<file path="src/rtl/cnn_load_sequencer.sv">
// Streams kernels, FC weights and an image into packed CNN input buses, kicks the
// CNN, waits (with timeout) for it to go idle and captures its result.
module cnn_load_sequencer #(
  parameter int unsigned IMAGE_WIDTH       = 12,
  parameter int unsigned IMAGE_HEIGHT      = 12,
  parameter int unsigned PIXEL_WIDTH       = 2,
  parameter int unsigned KERNEL_SIZE       = 3,
  parameter int unsigned NUM_FEATURES      = 2,
  parameter int unsigned WEIGHT_WIDTH      = 2,
  parameter int unsigned FLATTENED_LENGTH  = 50,
  parameter int unsigned FC_WIDTH          = 8,
  parameter int unsigned OUTPUT_DATA_WIDTH = 32,
  parameter int unsigned TIMEOUT_CYCLES    = 4096
) (
  input  logic                                              clk,
  input  logic                                              rst,
  input  logic                                              start,
  input  logic                                              reload_weights,
  input  logic                                              in_valid,
  output logic                                              in_ready,
  input  logic [FC_WIDTH-1:0]                               in_data,
  output logic [PIXEL_WIDTH*IMAGE_HEIGHT*IMAGE_WIDTH-1:0]   image_input,
  output logic [WEIGHT_WIDTH*KERNEL_SIZE*KERNEL_SIZE-1:0]   feature_weights_input,
  output logic [$clog2(NUM_FEATURES):0]                     feature_writeAddr,
  output logic                                              feature_WrEn,
  output logic [FC_WIDTH*FLATTENED_LENGTH-1:0]              fullyconnected_weights_input,
  output logic                                              fullyconnected_WrEn,
  output logic                                              convolution_enable,
  input  logic                                              cnn_idle,
  input  logic [OUTPUT_DATA_WIDTH-1:0]                      cnn_output,
  output logic [OUTPUT_DATA_WIDTH-1:0]                      result,
  output logic                                              result_valid,
  output logic                                              busy,
  output logic                                              timeout_err
);

  localparam int unsigned KER_N   = KERNEL_SIZE * KERNEL_SIZE;
  localparam int unsigned IMG_N   = IMAGE_HEIGHT * IMAGE_WIDTH;
  localparam int unsigned FA_W    = $clog2(NUM_FEATURES) + 1;
  localparam int unsigned MAX_A   = (KER_N > FLATTENED_LENGTH) ? KER_N : FLATTENED_LENGTH;
  localparam int unsigned CNT_MAX = (MAX_A > IMG_N) ? MAX_A : IMG_N;
  localparam int unsigned IDX_W   = $clog2(CNT_MAX + 1);
  localparam int unsigned TO_W    = $clog2(TIMEOUT_CYCLES + 1);

  localparam logic [3:0] S_IDLE      = 4'd0;
  localparam logic [3:0] S_LOAD_FEAT = 4'd1;
  localparam logic [3:0] S_WR_FEAT   = 4'd2;
  localparam logic [3:0] S_LOAD_FC   = 4'd3;
  localparam logic [3:0] S_WR_FC     = 4'd4;
  localparam logic [3:0] S_LOAD_IMG  = 4'd5;
  localparam logic [3:0] S_KICK      = 4'd6;
  localparam logic [3:0] S_WAIT_CNN  = 4'd7;
  localparam logic [3:0] S_DONE      = 4'd8;

  logic [3:0]       state_q, state_d;
  logic [IDX_W-1:0] elem_q, elem_d;
  logic [FA_W-1:0]  feat_d;
  logic             wr_q, wr_d;
  logic [TO_W-1:0]  wait_q, wait_d;
  logic             take, capture, expire, load_d;

  // in_ready is only ever high in a load state, so a handshake implies one
  assign take = in_valid & in_ready;

  always_comb begin
    state_d = state_q;
    elem_d  = elem_q;
    feat_d  = feature_writeAddr;
    wr_d    = wr_q;
    wait_d  = wait_q;
    capture = 1'b0;
    expire  = 1'b0;
    case (state_q)
      S_IDLE: begin
        if (start) begin
          state_d = reload_weights ? S_LOAD_FEAT : S_LOAD_IMG;
          elem_d  = '0;
          feat_d  = '0;
          wr_d    = 1'b0;
          wait_d  = '0;
        end
      end
      S_LOAD_FEAT: begin
        if (take) begin
          if (elem_q == IDX_W'(KER_N - 1)) begin
            elem_d  = '0;
            state_d = S_WR_FEAT;
          end else begin
            elem_d = elem_q + IDX_W'(1);
          end
        end
      end
      S_WR_FEAT: begin
        wr_d = ~wr_q;
        if (wr_q) begin
          if (feature_writeAddr < FA_W'(NUM_FEATURES - 1)) begin
            feat_d  = feature_writeAddr + FA_W'(1);
            state_d = S_LOAD_FEAT;
          end else begin
            state_d = S_LOAD_FC;
          end
        end
      end
      S_LOAD_FC: begin
        if (take) begin
          if (elem_q == IDX_W'(FLATTENED_LENGTH - 1)) begin
            elem_d  = '0;
            state_d = S_WR_FC;
          end else begin
            elem_d = elem_q + IDX_W'(1);
          end
        end
      end
      S_WR_FC: begin
        wr_d = ~wr_q;
        if (wr_q) state_d = S_LOAD_IMG;
      end
      S_LOAD_IMG: begin
        if (take) begin
          if (elem_q == IDX_W'(IMG_N - 1)) begin
            elem_d  = '0;
            state_d = S_KICK;
          end else begin
            elem_d = elem_q + IDX_W'(1);
          end
        end
      end
      S_KICK: begin
        wait_d  = '0;
        state_d = S_WAIT_CNN;
      end
      S_WAIT_CNN: begin
        // first two cycles give the CNN time to leave its IDLE state
        if ((wait_q >= TO_W'(2)) && cnn_idle) begin
          capture = 1'b1;
          wait_d  = '0;
          state_d = S_DONE;
        end else if (wait_q >= TO_W'(TIMEOUT_CYCLES - 1)) begin
          expire  = 1'b1;
          wait_d  = '0;
          state_d = S_IDLE;
        end else begin
          wait_d = wait_q + TO_W'(1);
        end
      end
      S_DONE:  state_d = S_IDLE;
      default: state_d = S_IDLE;
    endcase
  end

  assign load_d = (state_d == S_LOAD_FEAT) | (state_d == S_LOAD_FC) | (state_d == S_LOAD_IMG);

  // state, counters, strobes and packed buses; strobes decode the next state
  always_ff @(posedge clk) begin
    if (rst) begin
      state_q                      <= S_IDLE;
      elem_q                       <= '0;
      wr_q                         <= 1'b0;
      wait_q                       <= '0;
      in_ready                     <= 1'b0;
      busy                         <= 1'b0;
      result_valid                 <= 1'b0;
      timeout_err                  <= 1'b0;
      feature_WrEn                 <= 1'b1;
      fullyconnected_WrEn          <= 1'b1;
      convolution_enable           <= 1'b1;
      feature_writeAddr            <= '0;
      result                       <= '0;
      image_input                  <= '0;
      feature_weights_input        <= '0;
      fullyconnected_weights_input <= '0;
    end else begin
      state_q             <= state_d;
      elem_q              <= elem_d;
      wr_q                <= wr_d;
      wait_q              <= wait_d;
      feature_writeAddr   <= feat_d;
      in_ready            <= load_d;
      busy                <= (state_d != S_IDLE);
      result_valid        <= (state_d == S_DONE);
      feature_WrEn        <= (state_d != S_WR_FEAT);
      fullyconnected_WrEn <= (state_d != S_WR_FC);
      convolution_enable  <= (state_d != S_KICK);
      if (capture) result <= cnn_output;
      if (expire) timeout_err <= 1'b1;
      else if ((state_q == S_IDLE) && start) timeout_err <= 1'b0;
      if (take && (state_q == S_LOAD_FEAT)) begin
        for (int i = 0; i < int'(KER_N); i++)
          if (elem_q == IDX_W'(i))
            feature_weights_input[(KER_N-1-i)*WEIGHT_WIDTH +: WEIGHT_WIDTH] <= in_data[WEIGHT_WIDTH-1:0];
      end
      if (take && (state_q == S_LOAD_FC)) begin
        for (int i = 0; i < int'(FLATTENED_LENGTH); i++)
          if (elem_q == IDX_W'(i))
            fullyconnected_weights_input[(FLATTENED_LENGTH-1-i)*FC_WIDTH +: FC_WIDTH] <= in_data;
      end
      if (take && (state_q == S_LOAD_IMG)) begin
        for (int i = 0; i < int'(IMG_N); i++)
          if (elem_q == IDX_W'(i))
            image_input[(IMG_N-1-i)*PIXEL_WIDTH +: PIXEL_WIDTH] <= in_data[PIXEL_WIDTH-1:0];
      end
    end
  end

endmodule

</file>
<file path="config.mk">
export PLATFORM = sky130hd
export DESIGN_NAME = cnn_load_sequencer
export DESIGN_NICKNAME = d
export VERILOG_FILES = /design/src/rtl/cnn_load_sequencer.sv
export SDC_FILE = /design/constraint.sdc
export NUM_CORES = 2
export LEC_CHECK = 0
export CORE_AREA = 2 2 309 311
export CTS_CLUSTER_SIZE = 28
export DETAILED_ROUTE_END_ITERATION = 8
export DIE_AREA = 0 0 311 313
export DONT_BUFFER_PORTS = 1
export REMOVE_ABC_BUFFERS = 1
export SLEW_MARGIN = 30
export SYNTH_ARGS = -nofsm -noshare
export SYNTH_HDL_FRONTEND = slang
export SYNTH_SLANG_ARGS = --single-unit
</file>
<file path="constraint.sdc">
create_clock -name clk -period 4.36 [get_ports clk]
set_clock_uncertainty 0.2 [all_clocks]
set_input_delay 0.872 -clock clk [delete_from_list [all_inputs] [get_ports clk]]
set_output_delay 0.872 -clock clk [all_outputs]
set_load 0.01 [all_outputs]
</file>
==> flow_summary.yaml <==
cts:
  insertion_delay_ns: 0.66
  postCtsResizedCells: 0
  cts_tree: "built"
  post-cts-setup-buffers: 0
  path_clk_slew_ns: 0.06
  cts-root-buf: "clkbuf_16"
  cts.path.max_buffers: 3
  holdBufCountCts: 0
  htree_num_levels: 3
  clkSinkCount: 773
  cts_made_buffers: 84
layout:
  finalNonFillerCells: 4825
  layout-drive-gt1-share_pct: 6.52
  fillCellCount: 9843
  layout.cell_area.non_filler_um2: 33100
  n_antenna_cell: 0
  nets: 3546
  syn_to_final_growth_pct: 12.8
yosys:
  avgSynthCellArea_um2: 7.93
  ys_seq_area_share_pct: 52.7
  yosys_warnings: 0
  ys_async_sr_fraction_pct: 0
  synthFlopType: "dfxtp_1"
  synth_seq_cells: 773
  synth_area_um2: 29300
  synth_cell_types: 60
  synth-edff-count: 0
  synth_cells: 3701
timing:
  setup_viol: 0
  hold_ws_ns: 0.0814
  fin_crit_ns: 3.30
  clock.fmax_mhz: 303
  hold_viol: 0
  slew_headroom_pct: 36.2
  rsz0062_at_grt: "no"
  tightest_slew_ns: 0.956
  finalMaxSlewViolations: 0
  min_period_over_period_pct: 75.7
die:
  die_w_um: 311
  design.core.area_um2: 94200
  row_count: 113
  die-area_um2: 97300
  start_util_pct: 31.2
  die_height_um: 313
  pin_count: 793
power_and_ir_drop:
  power-per-cell-area_nw_per_um2: 447
  power_frac_comb_pct: 2.3
  p_sw_w: 0.00336
  ir_worst_vdd_mv: 0.313
  p_int_w: 0.0114
  leakagePower_nw: 10.7
  p_seq_share_pct: 48.0
  clkPwrFrac_pct: 49.8
  sw_frac_of_total_pct: 22.7
hold_path:
  hp-class: "input port to flop"
  whs_path_depth: 1
routing:
  dr.pass1.iters: 5
  wl_per_cell_um: 22.4
  drtAntennaViolNets: 0
  routed_via_density: 5.30
  drc: 0
  vias: 25600
  drtIter0Drc: 2371
  routed_wl_um: 108000
global_routing:
  antenna_found_initial: 5
  grt_overflow: 0
  track_usage_pct: 20.9
  grt_pass1_vias: 23300
  grt_max_degree: 753
  grt_first_pass_wirelength_um: 157000
placed_design:
  placed_cells: 4668
  dp_hpwl_um: 68100
  gp_congestion: 0.834
  placed_area_um2: 30100
  io_buffer_count: 0
run:
  drv_cap: 0
setup_path:
  crit_path_cell_trace: "or4bb_1, nor3_4, buf_12, nand2_1, nand2_1, a21oi_1"
  end_kind: "flop"
  worstRegToRegCells: 6
  cp.required_ns: 4.66
  cpMaxStageDelayCell: "or4bb_1"
  crit_top_cell: "nand2_1"
  critical_path_class: "flop to flop"
  crit_path_max_fanout: 97
  arrival_ns: 3.60
  crit_path_start_kind: "flop"
  max_stage_delay_ns: 0.76
outcome:
  status: "finished clean"
==> per-layer routing <==
metal  up-vias  GRT usage, %  part of all wire, %
li1      12100             -                    -
met3       216          7.07                  9.3
met5         -             0                    0
met1     12200          24.4                   39
met4         0          8.55                  3.9
met2      1054          35.0                   48
==> layout by cell type (no fill, tap or decap), types with 13 or more instances in the layout <==
| cell type | Yosys | layout |
|---|---|---|
| clkbuf_1 | 321 | 22 |
| mux2i_1 | 90 | 90 |
| clkbuf_8 | 0 | 14 |
| a21oi_1 | 658 | 658 |
| dfxtp_1 | 773 | 773 |
| xnor2_1 | 13 | 13 |
| clkinv_2 | 0 | 13 |
| clkbuf_16 | 0 | 85 |
| o21ai_0 | 113 | 113 |
| nand2_1 | 838 | 838 |
| nor2_1 | 177 | 177 |
| buf_4 | 0 | 57 |
| nand3_1 | 524 | 524 |
==> registers in the layout, summed over array words and instances, names as in the netlist, 2 cells and up <==
name	count
state_q	4
fullyconnected_weights_input	400
feature_weights_input	18
elem_q	8
wait_q	13
image_input	288
feature_writeAddr	2
result	32
==> Yosys cell counts, types with 5 or more instances <==
cell type  number  area [µm²]
dfxtp_1       773       15500
nand3_1       524        2620
and3_1         10        62.6
nand2_1       838        3150
buf_1           7        26.3
nor4_1          9        56.3
or4_1           8        60.1
nand3b_1        5        37.5
clkbuf_1      321        1200
inv_1           9        33.8
nor2_1        177         664
buf_2          30         150
xor2_1          5        43.8
mux2i_1        90         901
nor3_1         12        60.1
xnor2_1        13         114
and2_1          9        56.3
nand2b_1        6        37.5
ha_1            7        87.6
a21oi_1       658        3290
o21ai_0       113         566
nand4_1         8        50.1
==> worst paths after layout <==
kind,start,end,slack [ns]
worst min register to register,wait_q[12]$_SDFFE_PP0P_,wait_q[12]$_SDFFE_PP0P_,0.28
worst max register to register,state_q[1]$_SDFF_PP0_,fullyconnected_weights_input[239]$_SDFFE_PP0P_,1.06
worst min-delay path,rst,image_input[259]$_SDFFE_PP0P_,0.08
worst max-delay path,state_q[1]$_SDFF_PP0_,fullyconnected_weights_input[239]$_SDFFE_PP0P_,1.06
==> stage by stage <==
stage          setup WS [ns]  util [%]  total power [W]  TNS (ns)
2_1_floorplan          -2.07         -          0.00737   -503.14
4_1_cts                 1.10      35.0           0.0148         0
5_1_grt                0.886      35.1           0.0152         0
3_5_place_dp            1.16      32.0          0.00746         0
6_report                1.06      35.1           0.0148         0
3_3_place_gp            1.13      32.0          0.00746         0
==> final cells by class <==
class	instances	area, µm²	share of cell area [%]
clock buffer	121	2400	7.26
multi-input combinational	2561	12600	38.0
clock inverter	32	434	1.31
sequential	773	15500	46.8
timing repair buffer	64	598	1.81
inverter	9	33.8	0.102
tap	1265	1580	4.78
==> power groups by stage <==
stage	Sequential [W]	Clock (W)	Combinational [W]
finish	0.00709	0.00736	0.000334
global route	0.00709	0.00778	0.000358
CTS	0.00709	0.00751	0.000213
detailed placement	0.00725	0	0.000213
global placement	0.00725	0	0.000213
floorplan	0.00724	0	0.000128
==> cell families (layout without fill, tap and decap cells) <==
| kind of cell | count (synthesis) | in the layout | synth area share [%] |
|---|---|---|---|
| AOI/OAI and AO/OA | 795 | 795 | 13.9 |
| xor gates and xnor gates | 18 | 18 | 0.537 |
| adders and majority gates | 7 | 7 | 0.298 |
| buffers and inverters | 367 | 226 | 4.82 |
| DFF | 773 | 773 | 52.7 |
| muxes | 90 | 90 | 3.07 |
| and+or+nand+nor | 1651 | 1651 | 24.7 |
==> worst max-delay path, delay by kind of cell, from the launching register on <==
family | cells | cell delay, ns
DFF | 1 | 0.66
buffers and inverters | 1 | 0.34
AOI/OAI and AO/OA | 1 | 0.08
and+or+nand+nor | 4 | 1.68
Power figures use the tool's default switching activity.
